--- src/rtl/fp_pkg.sv ---
// fp_pkg: shared IEEE-754 single-precision constants and the fp_div FSM state type.
package fp_pkg;

  localparam int EXP_W  = 8;
  localparam int FRAC_W = 23;
  localparam int MANT_W = FRAC_W + 1;
  localparam int BIAS   = 127;

  localparam logic [31:0] QNAN = 32'h7FC00000;

  typedef enum logic [1:0] {
    IDLE,
    DIV,
    NORM,
    DONE
  } state_e;

endpackage

--- src/rtl/unsigned_seq_divider.sv ---
// unsigned_seq_divider: restoring divider, floor(a*2^(N_Q-1)/b), one bit per cycle.
// The first bit is resolved on the start edge, so done follows N_Q-1 edges later.
module unsigned_seq_divider
  import fp_pkg::*;
#(
  parameter int W   = MANT_W,
  parameter int N_Q = 26
) (
  input  logic           clk,
  input  logic           rst,
  input  logic           start_i,
  input  logic [W-1:0]   a_i,
  input  logic [W-1:0]   b_i,
  output logic [N_Q-1:0] quotient_o,
  output logic [W-1:0]   remainder_o,
  output logic           done_o
);

  localparam int CW = $clog2(N_Q + 1);
  localparam logic [CW-1:0] LAST = CW'(N_Q - 1);

  logic [W:0]     r_q, r_d;
  logic [W-1:0]   b_q, b_d;
  logic [N_Q-1:0] q_q, q_d;
  logic [CW-1:0]  cnt_q, cnt_d;
  logic           run_q, run_d;
  logic           done_q, done_d;

  logic [W:0]   r_cur, r_nxt;
  logic [W-1:0] b_cur;
  logic         ge;

  // The remainder register holds the partial remainder pre-shifted for the next step.
  always_comb begin
    r_cur = start_i ? {1'b0, a_i} : r_q;
    b_cur = start_i ? b_i : b_q;
    ge    = r_cur >= {1'b0, b_cur};
    r_nxt = ge ? ((r_cur - {1'b0, b_cur}) << 1) : (r_cur << 1);
  end

  always_comb begin
    r_d    = r_q;
    b_d    = b_q;
    q_d    = q_q;
    cnt_d  = cnt_q;
    run_d  = run_q;
    done_d = 1'b0;
    if (start_i) begin
      r_d    = r_nxt;
      b_d    = b_i;
      q_d    = {{(N_Q-1){1'b0}}, ge};
      cnt_d  = CW'(1);
      run_d  = (N_Q > 1);
      done_d = (N_Q == 1);
    end else if (run_q) begin
      r_d   = r_nxt;
      q_d   = {q_q[N_Q-2:0], ge};
      cnt_d = cnt_q + CW'(1);
      if (cnt_q == LAST) begin
        run_d  = 1'b0;
        done_d = 1'b1;
      end
    end
  end

  always_ff @(posedge clk) begin
    if (!rst) begin
      r_q    <= '0;
      b_q    <= '0;
      q_q    <= '0;
      cnt_q  <= '0;
      run_q  <= 1'b0;
      done_q <= 1'b0;
    end else begin
      r_q    <= r_d;
      b_q    <= b_d;
      q_q    <= q_d;
      cnt_q  <= cnt_d;
      run_q  <= run_d;
      done_q <= done_d;
    end
  end

  assign quotient_o  = q_q;
  assign remainder_o = r_q[W:1];
  assign done_o      = done_q;

endmodule

--- src/rtl/fp_div.sv ---
// fp_div: IEEE-754 single divider, IDLE->DIV->NORM->DONE, fixed 28-cycle latency.
// Define FP_DIV_ROUND_EN for round-to-nearest-even; otherwise the result truncates.
module fp_div
  import fp_pkg::*;
#(
  parameter int N_Q = 26
) (
  input  logic        clk,
  input  logic        rst,
  input  logic        start,
  input  logic [31:0] a_s,
  input  logic [31:0] b_s,
  output logic        busy,
  output logic        done,
  output logic [31:0] c_out,
  output logic        overflow,
  output logic        underflow,
  output logic        div_by_zero
);

`ifdef FP_DIV_ROUND_EN
  localparam bit RoundEn = 1'b1;
`else
  localparam bit RoundEn = 1'b0;
`endif

  state_e state_q, state_d;
  logic   ld, norm_en, fin_en;

  logic              sign_q, sign_d;
  logic [EXP_W-1:0]  ea_q, ea_d;
  logic [EXP_W-1:0]  eb_q, eb_d;
  logic [FRAC_W-1:0] mant_q, mant_d;
  logic              inc_q, inc_d;
  logic signed [9:0] exp_q, exp_d;
  logic [31:0]       c_q, c_d;
  logic              ov_q, ov_d;
  logic              un_q, un_d;
  logic              dz_q, dz_d;
  logic              done_q, done_d;

  logic [N_Q-1:0]    quo;
  logic [MANT_W-1:0] rem;
  logic              div_done;

  logic signed [9:0] e_raw, e_r;
  logic [FRAC_W-1:0] m_n, m_r;
  logic              g_n, s_n, carry;
  logic              az, bz, nz;
  logic [31:0]       res;
  logic              r_ov, r_un, r_dz;

  unsigned_seq_divider #(
    .W   (MANT_W),
    .N_Q (N_Q)
  ) u_div (
    .clk         (clk),
    .rst         (rst),
    .start_i     (ld),
    .a_i         ({1'b1, a_s[FRAC_W-1:0]}),
    .b_i         ({1'b1, b_s[FRAC_W-1:0]}),
    .quotient_o  (quo),
    .remainder_o (rem),
    .done_o      (div_done)
  );

  always_ff @(posedge clk) begin
    if (!rst) state_q <= IDLE;
    else      state_q <= state_d;
  end

  always_comb begin
    state_d = state_q;
    unique case (state_q)
      IDLE:    if (start) state_d = DIV;
      DIV:     if (div_done) state_d = NORM;
      NORM:    state_d = DONE;
      DONE:    state_d = IDLE;
      default: state_d = IDLE;
    endcase
  end

  always_comb begin
    ld      = (state_q == IDLE) && start;
    norm_en = (state_q == NORM);
    fin_en  = (state_q == DONE);
    busy    = (state_q != IDLE);
  end

  // Quotient lies in [2^24, 2^26); the top bit picks the normalising shift.
  always_comb begin
    e_raw = $signed({2'b00, ea_q}) - $signed({2'b00, eb_q}) + 10'(BIAS);
    if (quo[25]) begin
      m_n = quo[24:2];
      g_n = quo[1];
      s_n = quo[0] | (|rem);
    end else begin
      m_n = quo[23:1];
      g_n = quo[0];
      s_n = |rem;
    end
  end

  always_comb begin
    {carry, m_r} = {1'b0, mant_q} + {{FRAC_W{1'b0}}, inc_q};
    e_r = exp_q + $signed({9'd0, carry});
    az  = (ea_q == '0);
    bz  = (eb_q == '0);
    nz  = !az && !bz;
    res  = {sign_q, e_r[7:0], m_r};
    r_ov = 1'b0;
    r_un = 1'b0;
    r_dz = 1'b0;
    unique case (1'b1)
      az && bz: begin
        res  = QNAN;
        r_dz = 1'b1;
      end
      bz && !az: begin
        res  = {sign_q, 8'hFF, 23'h0};
        r_dz = 1'b1;
      end
      az && !bz: res = {sign_q, 31'h0};
      nz && (e_r >= 10'sd255): begin
        res  = {sign_q, 8'hFF, 23'h0};
        r_ov = 1'b1;
      end
      nz && (e_r <= 10'sd0): begin
        res  = {sign_q, 31'h0};
        r_un = 1'b1;
      end
      default: ;
    endcase
  end

  always_comb begin
    sign_d = sign_q;
    ea_d   = ea_q;
    eb_d   = eb_q;
    mant_d = mant_q;
    inc_d  = inc_q;
    exp_d  = exp_q;
    c_d    = c_q;
    ov_d   = ov_q;
    un_d   = un_q;
    dz_d   = dz_q;
    done_d = fin_en;
    if (ld) begin
      sign_d = a_s[31] ^ b_s[31];
      ea_d   = a_s[30:23];
      eb_d   = b_s[30:23];
    end
    if (norm_en) begin
      mant_d = m_n;
      exp_d  = quo[25] ? e_raw : e_raw - 10'sd1;
      inc_d  = RoundEn & g_n & (s_n | m_n[0]);
    end
    if (fin_en) begin
      c_d  = res;
      ov_d = r_ov;
      un_d = r_un;
      dz_d = r_dz;
    end
  end

  always_ff @(posedge clk) begin
    if (!rst) begin
      sign_q <= 1'b0;
      ea_q   <= '0;
      eb_q   <= '0;
      mant_q <= '0;
      inc_q  <= 1'b0;
      exp_q  <= '0;
      c_q    <= '0;
      ov_q   <= 1'b0;
      un_q   <= 1'b0;
      dz_q   <= 1'b0;
      done_q <= 1'b0;
    end else begin
      sign_q <= sign_d;
      ea_q   <= ea_d;
      eb_q   <= eb_d;
      mant_q <= mant_d;
      inc_q  <= inc_d;
      exp_q  <= exp_d;
      c_q    <= c_d;
      ov_q   <= ov_d;
      un_q   <= un_d;
      dz_q   <= dz_d;
      done_q <= done_d;
    end
  end

  assign done        = done_q;
  assign c_out       = c_q;
  assign overflow    = ov_q;
  assign underflow   = un_q;
  assign div_by_zero = dz_q;

endmodule

--- config.mk ---
export PLATFORM = sky130hd
export DESIGN_NAME = fp_div
export DESIGN_NICKNAME = d
export VERILOG_FILES = /design/src/rtl/fp_pkg.sv /design/src/rtl/unsigned_seq_divider.sv /design/src/rtl/fp_div.sv
export SDC_FILE = /design/constraint.sdc
export NUM_CORES = 1
export LEC_CHECK = 0
export CORE_ASPECT_RATIO = 1.75
export CORE_MARGIN = 10
export CORE_UTILIZATION = 45
export DETAILED_ROUTE_END_ITERATION = 10
export GPL_ROUTABILITY_DRIVEN = 0
export GPL_TIMING_DRIVEN = 0
export PLACE_DENSITY = 0.67
export SETUP_SLACK_MARGIN = 0.02
export SLEW_MARGIN = 15
export SYNTH_ARGS = -nofsm -noshare
export SYNTH_HDL_FRONTEND = slang
export SYNTH_SLANG_ARGS = --single-unit
--- constraint.sdc ---
create_clock -name clk -period 4.1 [get_ports clk]
set_clock_uncertainty 0.15 [all_clocks]
set_input_delay 1.025 -clock clk [delete_from_list [all_inputs] [get_ports clk]]
set_output_delay 1.025 -clock clk [all_outputs]
set_load 0.005 [all_outputs]
# Word-level counts from Yosys, hierarchy flattened
# Index checks and enable logic that the tools add are counted.
word_totals:
  output_inout_bits: 37
  regBits: 170
classes:
  magnitude_cmp: 3
  n_reduce_logical: 20
  n_eq_ne: 6
  mux: 22
  bitwise_logic: 3
  add_sub_neg: 5
op_table:
  columns: ["operator", "n"]
  rows:
  - ["25-bit 2-to-1 mux", 4]
  - ["32-bit one-hot mux with 3 select lines", 1]
  - ["25-bit by 24-bit greater-or-equal comparator with 1-bit output", 1]
  - ["24-bit 2-to-1 mux", 1]
  - ["24-bit subtractor", 1]
  - ["23-bit 2-to-1 mux", 1]
  - ["8-bit zero test", 2]
  - ["1-bit 2-to-1 mux", 11]
  - ["9-bit by 8-bit adder with 10-bit output, second input constant", 1]
  - ["10-bit by 9-bit greater-or-equal comparator with 1-bit output, second input constant", 1]
  - ["10-bit by 1-bit <= comparator with 1-bit output, second input constant", 1]
  - ["10-bit 2-to-1 mux", 1]
  - ["10-bit by 2-bit subtractor with 10-bit output, second input constant", 1]
  - ["8-bit by 8-bit subtractor with 9-bit output", 1]
  - ["2-bit one-hot mux with 4 select lines", 1]
  - ["2-bit OR reduction", 4]
  - ["1-bit logical AND", 7]
  - ["5-bit by 1-bit adder with 5-bit output, second input constant", 1]
  - ["5-bit equality test, second input constant", 1]
  - ["2-bit equality test, second input constant", 2]
  - ["2-bit 2-to-1 mux", 2]
  - ["2-bit nonzero test", 2]
  - ["3-bit OR reduction", 1]
  - ["2-bit by 1-bit equality test with 1-bit output, second input constant", 1]
  - ["other kinds (7)", 9]

# Longest topological paths before layout
# Gate-level depths: netlist of the first run.
depth:
  depth_word: 7
  mapped_depth: 19
  ltp_nobuf: 17

# By module
# From an unflattened synthesis of the first run, not the netlist that was laid out.
unflattened:
  hier_cells: 1009
  hier_area_um2: 8889.8
by_module_without_submodules:
  columns: ["mod", "n_inst", "seq_area_each_um2", "cells_per_inst", "area_per_inst_um2"]
  rows:
  - ["unsigned_seq_divider", 1, 1621.6, 509, 4729.5]
  - ["fp_div", 1, 1761.7, 500, 4160.2]

# Worst setup path after synthesis of the first run
# Ideal clock, no wire load.
synth_timing:
  kind: "input-to-reg"
  startpoint: "input port start"
  endpoint: "register u_div.r_q[1]"
  path_buffers: 2
  arrival_ps: 4242
  setup_ps: 70
  slack_ps: -362
  stages: 13
  path_cell_list: "nand2_1 > clkbuf_1 > clkbuf_1 > mux2i_1 > ha_1 > nand3_1 > a2111o_1 > a41o_1 > o21a_1 > o2111a_2 > nor2_8 > mux2_2 > a21oi_1"
synth_via:
  elab_chain_cells: 6
  word_cells_on_any_way: 9
  cone_classes: "1 x add/sub; 1 x order compare; 5 x mux; 2 x reduce/logical"
synth_rtl:
  columns: ["element", "line", "rtl"]
  rows:
  - ["start: declaration", "fp_div.sv:10", "input logic start,"]
  - ["1-bit logical AND (*)", "fp_div.sv:84", "ld = (state_q == IDLE) && start;"]
  - ["25-bit 2-to-1 mux / 24-bit 2-to-1 mux (equally long branches)", null, null]
  - ["24-bit subtractor / 25-bit by 24-bit greater-or-equal comparator with 1-bit output (equally long branches)", "unsigned_seq_divider.sv:38, unsigned_seq_divider.sv:37", null]
  - ["25-bit 2-to-1 mux", "unsigned_seq_divider.sv:38", "r_nxt = ge ? ((r_cur - {1'b0, b_cur}) << 1) : (r_cur << 1);"]
  - ["25-bit 2-to-1 mux", "unsigned_seq_divider.sv:55", "end else if (run_q) begin"]
  - ["25-bit 2-to-1 mux", "unsigned_seq_divider.sv:48", "if (start_i) begin"]
  - ["end signal: assignment", "unsigned_seq_divider.sv:75", "r_q <= r_d;"]
  - ["end: declaration", "unsigned_seq_divider.sv:22", "logic [W:0] r_q, r_d;"]
# Mark *: on every way between the ends. The rest lies on a longest branch, timed or not. The select of a mux whose other input is x is not followed.
# A chain may end at the register's enable or synchronous reset.

# Worst setup path after layout of the first run
layout_timing:
  startpoint: "input port start"
  endpoint: "register u_div.r_q[21]"
# Same word-level chain as after synthesis.

==> reports/metrics.csv, run 1 <==
stage,metric,value,unit
sta,hold_violations,0,
yosys,post-synth-top-count-cell,nand2_1,
cts,cts-buffers-inserted,17,
yosys,synth_cells,1037,
yosys,yosys_warnings,0,
job,cap_violations,0,
power_and_ir_drop,ir_drop,553,uV
cells_and_area,n_antenna_cell,0,
global_routing,grt_max_degree,18,
sta,drv_slew,0,
global_routing,grt_pass1_vias,8407,
power_and_ir_drop,p_per_area,871,nW/um^2
yosys,seq_area_frac_synth,38.3,%
drt,num_vias,8093,
drt,firstDrtPassIters,5,
drt,wl_met1,9170,microns
power_and_ir_drop,leakagePower,4.42,nW
drt,wl_met3,1220,microns
placed_design,io_buffers,102,
power_and_ir_drop,p_total,9.85,mW
setup_path,max_stage_delay,0.49,ns
drt,drc,0,
setup_path,worst_setup_path_end_kind,register,
cts,root_buffer,clkbuf_16,
setup_path,start_kind,input pin,
floorplanning,fp.dieH,205,microns
yosys,synth.area.top_cells,"dfxtp_1, mux2i_1, nand2_1, ha_1, o21ai_0",
setup_path,cp_cell_sequence,buf_4 > nand2_2 > buf_12 > clkbuf_16 > mux2i_2 > ha_2 > o211ai_1 > a2111o_1 > a41o_2 > o21a_1 > o2111a_2 > nor2_8 > buf_12 > buf_12 > mux2i_1 > a21oi_1,
yosys,async_flop_share,0,%
global_routing,grt_first_pass_wirelength,42300,microns
cts,ctsLongestPathBuffers,2,
sta,tightest_slew,0.859,ns
yosys,ys_ff_latch,169,
setup_path,required,4.26,ns
floorplanning,die_w,126,microns
floorplanning,io_pins,104,
drt,wirelength,26900,microns
cells_and_area,fin_nets,1294,
floorplanning,die_area,25800,sq um
hold_path,hold_path.class,register to register,
cts,ctsHoldBuffers,0,
yosys,yosysTopAreaCell,dfxtp_1,
cts,htree_levels,4,
floorplanning,core.rowCount,67,
yosys,syn_nets,1147,
drt,drtIter0Drc,409,
setup_path,path_class,input pin to register,
drt,ant_nets,0,
drt,via_per_inst,5.63,
yosys,netlist-cell-type-count,69,
setup_path,cp.arrival,4.17,ns
floorplanning,initial_core_util,46.0,%
sta,finalCritPeriodShare,98.0,%
run_status,outcome,finished clean,
drt,wl_per_cell,18.7,microns
setup_path,path_max_fanout,9,
cts,cts_sinks,169,
yosys,synth_commonest_cells,"nand2_1, dfxtp_1, mux2i_1",
sta,max_freq,249,MHz
cells_and_area,layout-drive-gt1-share,10.7,%
setup_path,worst-r2r-cell-count,17,
cts,cts_tree,done,
global_routing,track_usage,20.4,%
hold_path,worstHoldPathCells,2,
sta,period_needed,4.02,ns
cells_and_area,synthToLayoutAreaGrowth,28.0,%
sta,setup_viol,0,
sta,slew_headroom,42.7,%
global_routing,overflow,0,
yosys,syn_area,8830,sq um
setup_path,critical-path-slowest-cell,a2111o_1,
drt,top_layer_used,met4,
sta,rsz0062_at_grt,no,
sta,hold_slack,0.290,ns
drt,wl_met2,14900,microns
placed_design,hpwl,20100,microns
yosys,synth_ff_type,dfxtp_1,
cts,clock_latency,0.45,ns
yosys,synthDominantCellAreaShare,38.3,%
yosys,syn_area_per_cell,8.51,sq um
floorplanning,core-area,19200,sq um
cts,path_clk_slew,0.07,ns
yosys,synth-edff-count,0,
setup_path,crit_path_frequent_cell,buf_12,
global_routing,antenna_found_initial,0,
-- through the flow --
step	utilization (%)	setup slack, ns	instance area [sq um]	instances	TNS [ns]
5_1_grt	58.9	0.00571	11300	1438	0
6_report	58.9	0.0822	11300	1438	0
4_1_cts	58.1	0.0248	11200	1429	0
3_3_place_gp	52.9	-1.47	10200	1380	-34.48
3_5_place_dp	53.0	-1.49	10200	1380	-35.05
2_1_floorplan	-	0.0211	8840	1037	0
-- cells by family after synthesis --
family          share of synthesized area [%]
compound gates                           20.0
xor+xnor                                 3.23
fa+ha+maj                                6.26
buf+inv                                  4.15
flops                                    38.3
mux                                      9.54
simple gates                             18.5
-- what timing repair did --
| item | CTS | global route |
|---|---|---|
| endpoints found under the setup margin | 25 | 24 |
| endpoints found under the hold margin | 0 | 0 |
| gates cloned | 2 | 1 |
| resized for setup | 51 | 24 |
| setup buffers | 16 | 8 |
| pin swaps | 16 | 7 |
-- power by group --
part / leakage (nW) / switching, mW / internal (mW) / total [mW]
registers: 1.38 / 0.211 / 1.98 / 2.19
clock network: 0.267 / 0.750 / 0.798 / 1.55
logic: 2.78 / 3.42 / 2.69 / 6.11
-- cells in the final DEF (no fill, tap or decap), types with 20 or more instances in the layout --
cell type and count:
a21boi_0 20, nor2_1 82, nand2_1 173, ha_1 32, xnor2_1 20, buf_4 26, a21oi_1 53, clkbuf_16 20
nor2b_1 29, inv_1 27, dfxtp_1 168, clkdlybuf4s50_1 101, clkbuf_1 34, o21ai_0 66, a22o_1 22, mux2i_1 71
-- final timing paths --
| kind | to | slack (ns) | from |
|---|---|---|---|
| min reg2reg | c_out[31] | 0.29 | c_out[31] |
| min | c_out[31] | 0.29 | c_out[31] |
| max | u_div.r_q[21] | 0.08 | start |
| max reg2reg | u_div.r_q[21] | 0.13 | state_q[1] |
-- critical path: cells and delay by family --
kind                     cells  cell delay (ns)
AO/OA/AOI/OAI                6             1.50
buffers and inverters        5             0.69
multiplexers                 2             0.35
adder cells (fa/ha/maj)      1             0.33
AND/OR/NAND/NOR              2             0.25
-- metal layers --
layer | vias up | track usage (%)
met2 | 248 | 39.8
met5 | - | 0
met1 | 3806 | 18.5
li1 | 3944 | -
met4 | 0 | 13.2
met3 | 95 | 4.02
-- final cells by class --
cell class | instances | area, sq um
sequential | 169 | 3380
fill | 1738 | 7890
inverter | 28 | 105
multi-input combinational | 785 | 5310
buffer | 54 | 363
clock inverter | 15 | 136
timing repair buffer | 129 | 1280
clock buffer | 17 | 425
tap | 241 | 302
-- sequential cells by signal, indices dropped and copies added, names as in the netlist --
signal	count
div_by_zero	1
c_out	32
u_div.b_q	24
u_div.cnt_q	5
exp_q	10
state_q	2
u_div.r_q	24
sign_q	1
overflow	1
ea_q	8
u_div.done_o	1
mant_q	23
eb_q	8
u_div.quotient_o	26
u_div.run_q	1
underflow	1
done	1
(Power assumes the default switching activity.)
==> inputs of run 2 (changes only) <==
--- a/config.mk
+++ b/config.mk
@@ -5,8 +5,8 @@
 export SDC_FILE = /design/constraint.sdc
 export NUM_CORES = 1
 export LEC_CHECK = 0
+export CAP_MARGIN = 25
 export CORE_ASPECT_RATIO = 1.75
-export CORE_MARGIN = 10
 export CORE_UTILIZATION = 45
 export DETAILED_ROUTE_END_ITERATION = 10
 export GPL_ROUTABILITY_DRIVEN = 0
==> reports/metrics.csv, run 2 (synthesis gave the netlist of run 1 again) <==
stage,metric,value,unit,change
power_and_ir_drop,leakagePower,4.45,nW,+0.59%
floorplanning,fp.dieH,187,microns,-8.8%
drt,wirelength,25400,microns,-5.8%
cells_and_area,final_common_cell,nand2_1,,
power_and_ir_drop,p_per_area,873,nW/um^2,+0.25%
cts,root_buffer,clkbuf_16,,
global_routing,grt_pass1_vias,8053,,-4.2%
cells_and_area,largest_reg_flops,32,,unchanged
drt,drtIter0Drc,346,,-15%
setup_path,path_class,register to register,,
setup_path,start_kind,register,,
cts,clock_latency,0.45,ns,about the same
global_routing,grt_max_degree,19,,+1
floorplanning,core.rowCount,67,,unchanged
sta,rsz0062_at_grt,no,,
drt,ant_nets,0,,unchanged
cells_and_area,post-route-util,59.2,%,+0.35 points
drt,firstDrtPassIters,5,,unchanged
global_routing,track_usage,25.9,%,+5.4 points
setup_path,worst_setup_path_end_kind,register,,
global_routing,grt_first_pass_wirelength,39600,microns,-6.5%
sta,fin_setup_tns,0,ns,unchanged
global_routing,overflow,0,,unchanged
sta,hold_violations,0,,unchanged
placed_design,hpwl,19000,microns,-5.6%
job,cap_violations,0,,unchanged
sta,finalCritPeriodShare,97.4,%,-0.57 points
cts,path_clk_slew,0.08,ns,about the same
sta,max_freq,250,MHz,+0.59%
sta,tightest_slew,0.772,ns,-0.0867 ns
cells_and_area,n_antenna_cell,0,,unchanged
setup_path,path_max_fanout,8,,-1
drt,num_vias,8002,,-1.1%
sta,slew_headroom,48.4,%,+5.8 points
cts,cts_tree,done,,
cts,cts-buffers-inserted,17,,unchanged
setup_path,cp.arrival,4.18,ns,about the same
run_status,outcome,finished clean,,
floorplanning,initial_core_util,46.0,%,unchanged
drt,wl_per_cell,17.7,microns,-5.7%
placed_design,io_buffers,102,,unchanged
cells_and_area,final_cell_mix,"nand2_1, dfxtp_1, clkdlybuf4s50_1",,
cells_and_area,layout-drive-gt1-share,10.6,%,-0.066 points
cts,htree_levels,4,,unchanged
sta,drv_slew,0,,unchanged
drt,via_per_inst,5.57,,-0.99%
sta,period_needed,3.99,ns,-0.0235 ns
drt,drc,0,,unchanged
setup_path,required,4.29,ns,+0.03 ns
sta,setup_viol,0,,unchanged
cts,ctsLongestPathBuffers,2,,unchanged
power_and_ir_drop,ir_drop,501,uV,-9.5%
power_and_ir_drop,p_total,9.93,mW,+0.84%
cts,ctsHoldBuffers,0,,unchanged
cells_and_area,fin_nets,1292,,-0.15%
global_routing,antenna_found_initial,0,,unchanged
cells_and_area,synthToLayoutAreaGrowth,28.8,%,
floorplanning,core-area,19200,sq um,unchanged
floorplanning,die_w,108,microns,-14%
floorplanning,die_area,20200,sq um,-22%
floorplanning,io_pins,104,,unchanged
hold_path,hold_path.class,register to register,,
cts,cts_sinks,169,,unchanged
-- run 2: final cells by class --
type	count	area, sq um
fill	1692	7830
multi-input combinational	785	5350
sequential	169	3390
timing repair buffer	127	1260
clock buffer	17	425
buffer	54	360
tap	241	302
clock inverter	15	176
inverter	28	105
-- run 2: timing repair --
item,CTS,global route
gates cloned,1,0
hold endpoints to repair,0,0
setup buffers,15,9
resized for setup,56,26
endpoints found under the setup margin,25,24
pin swaps,14,7
-- run 2: path summary, 6_finish.rpt --
path / to / startpoint / slack, ns / cells past startpoint
setup / recovery: u_div.r_q[2] / state_q[0] / 0.11 / 18
hold / removal: c_out[31] / c_out[31] / 0.29 / 2
setup reg to reg: u_div.r_q[2] / state_q[0] / 0.11 / 18
hold reg to reg: c_out[31] / c_out[31] / 0.29 / 2
-- run 2: per-stage QoR --
stage / instances / hold slack, ns / setup WS [ns] / cell area (sq um)
2_1_floorplan: 1037 / 0.284 / 0.0211 / 8840
3_3_place_gp: 1380 / 0.278 / -1.50 / 10200
3_5_place_dp: 1380 / 0.280 / -1.52 / 10200
4_1_cts: 1427 / 0.289 / 0.0189 / 11200
5_1_grt: 1436 / 0.332 / 0.0121 / 11400
6_report: 1436 / 0.288 / 0.106 / 11400
-- run 2: routing by layer --
layer | global-route usage (%) | routed length [microns] | share of wire (%)
met5 | 0 | 0 | 0
met2 | 49.0 | 13700 | 54
met4 | 19.3 | 1790 | 7.0
met1 | 24.0 | 8940 | 35
met3 | 4.04 | 883 | 3.5
-- run 2: report_power, final --
group / switching (mW) / internal, mW
clock network: 0.770 / 0.872
registers: 0.206 / 1.98
logic: 3.41 / 2.70
-- run 2: critical path: stages (launching register included) --
cell	delay (ns)
dfxtp_2	0.34
inv_1	0.14
ha_4	0.18
nand2_4	0.06
buf_8	0.14
clkbuf_16	0.17
buf_12	0.14
mux2i_2	0.15
ha_2	0.36
nand3_2	0.11
a2111o_1	0.34
a41o_1	0.29
o21a_1	0.21
o2111a_2	0.30
nor2_8	0.18
buf_6	0.12
mux2i_2	0.21
o21ai_1	0.08
and2_1	0.18
==> inputs of run 3 (changes only) <==
--- a/config.mk
+++ b/config.mk
@@ -5,7 +5,7 @@
 export SDC_FILE = /design/constraint.sdc
 export NUM_CORES = 1
 export LEC_CHECK = 0
-export CAP_MARGIN = 25
+export CAP_MARGIN = 20
 export CORE_ASPECT_RATIO = 1.75
 export CORE_UTILIZATION = 45
 export DETAILED_ROUTE_END_ITERATION = 10
==> results of run 3 <==
The final DEF is identical to that of run 2; final timing and power are the same.
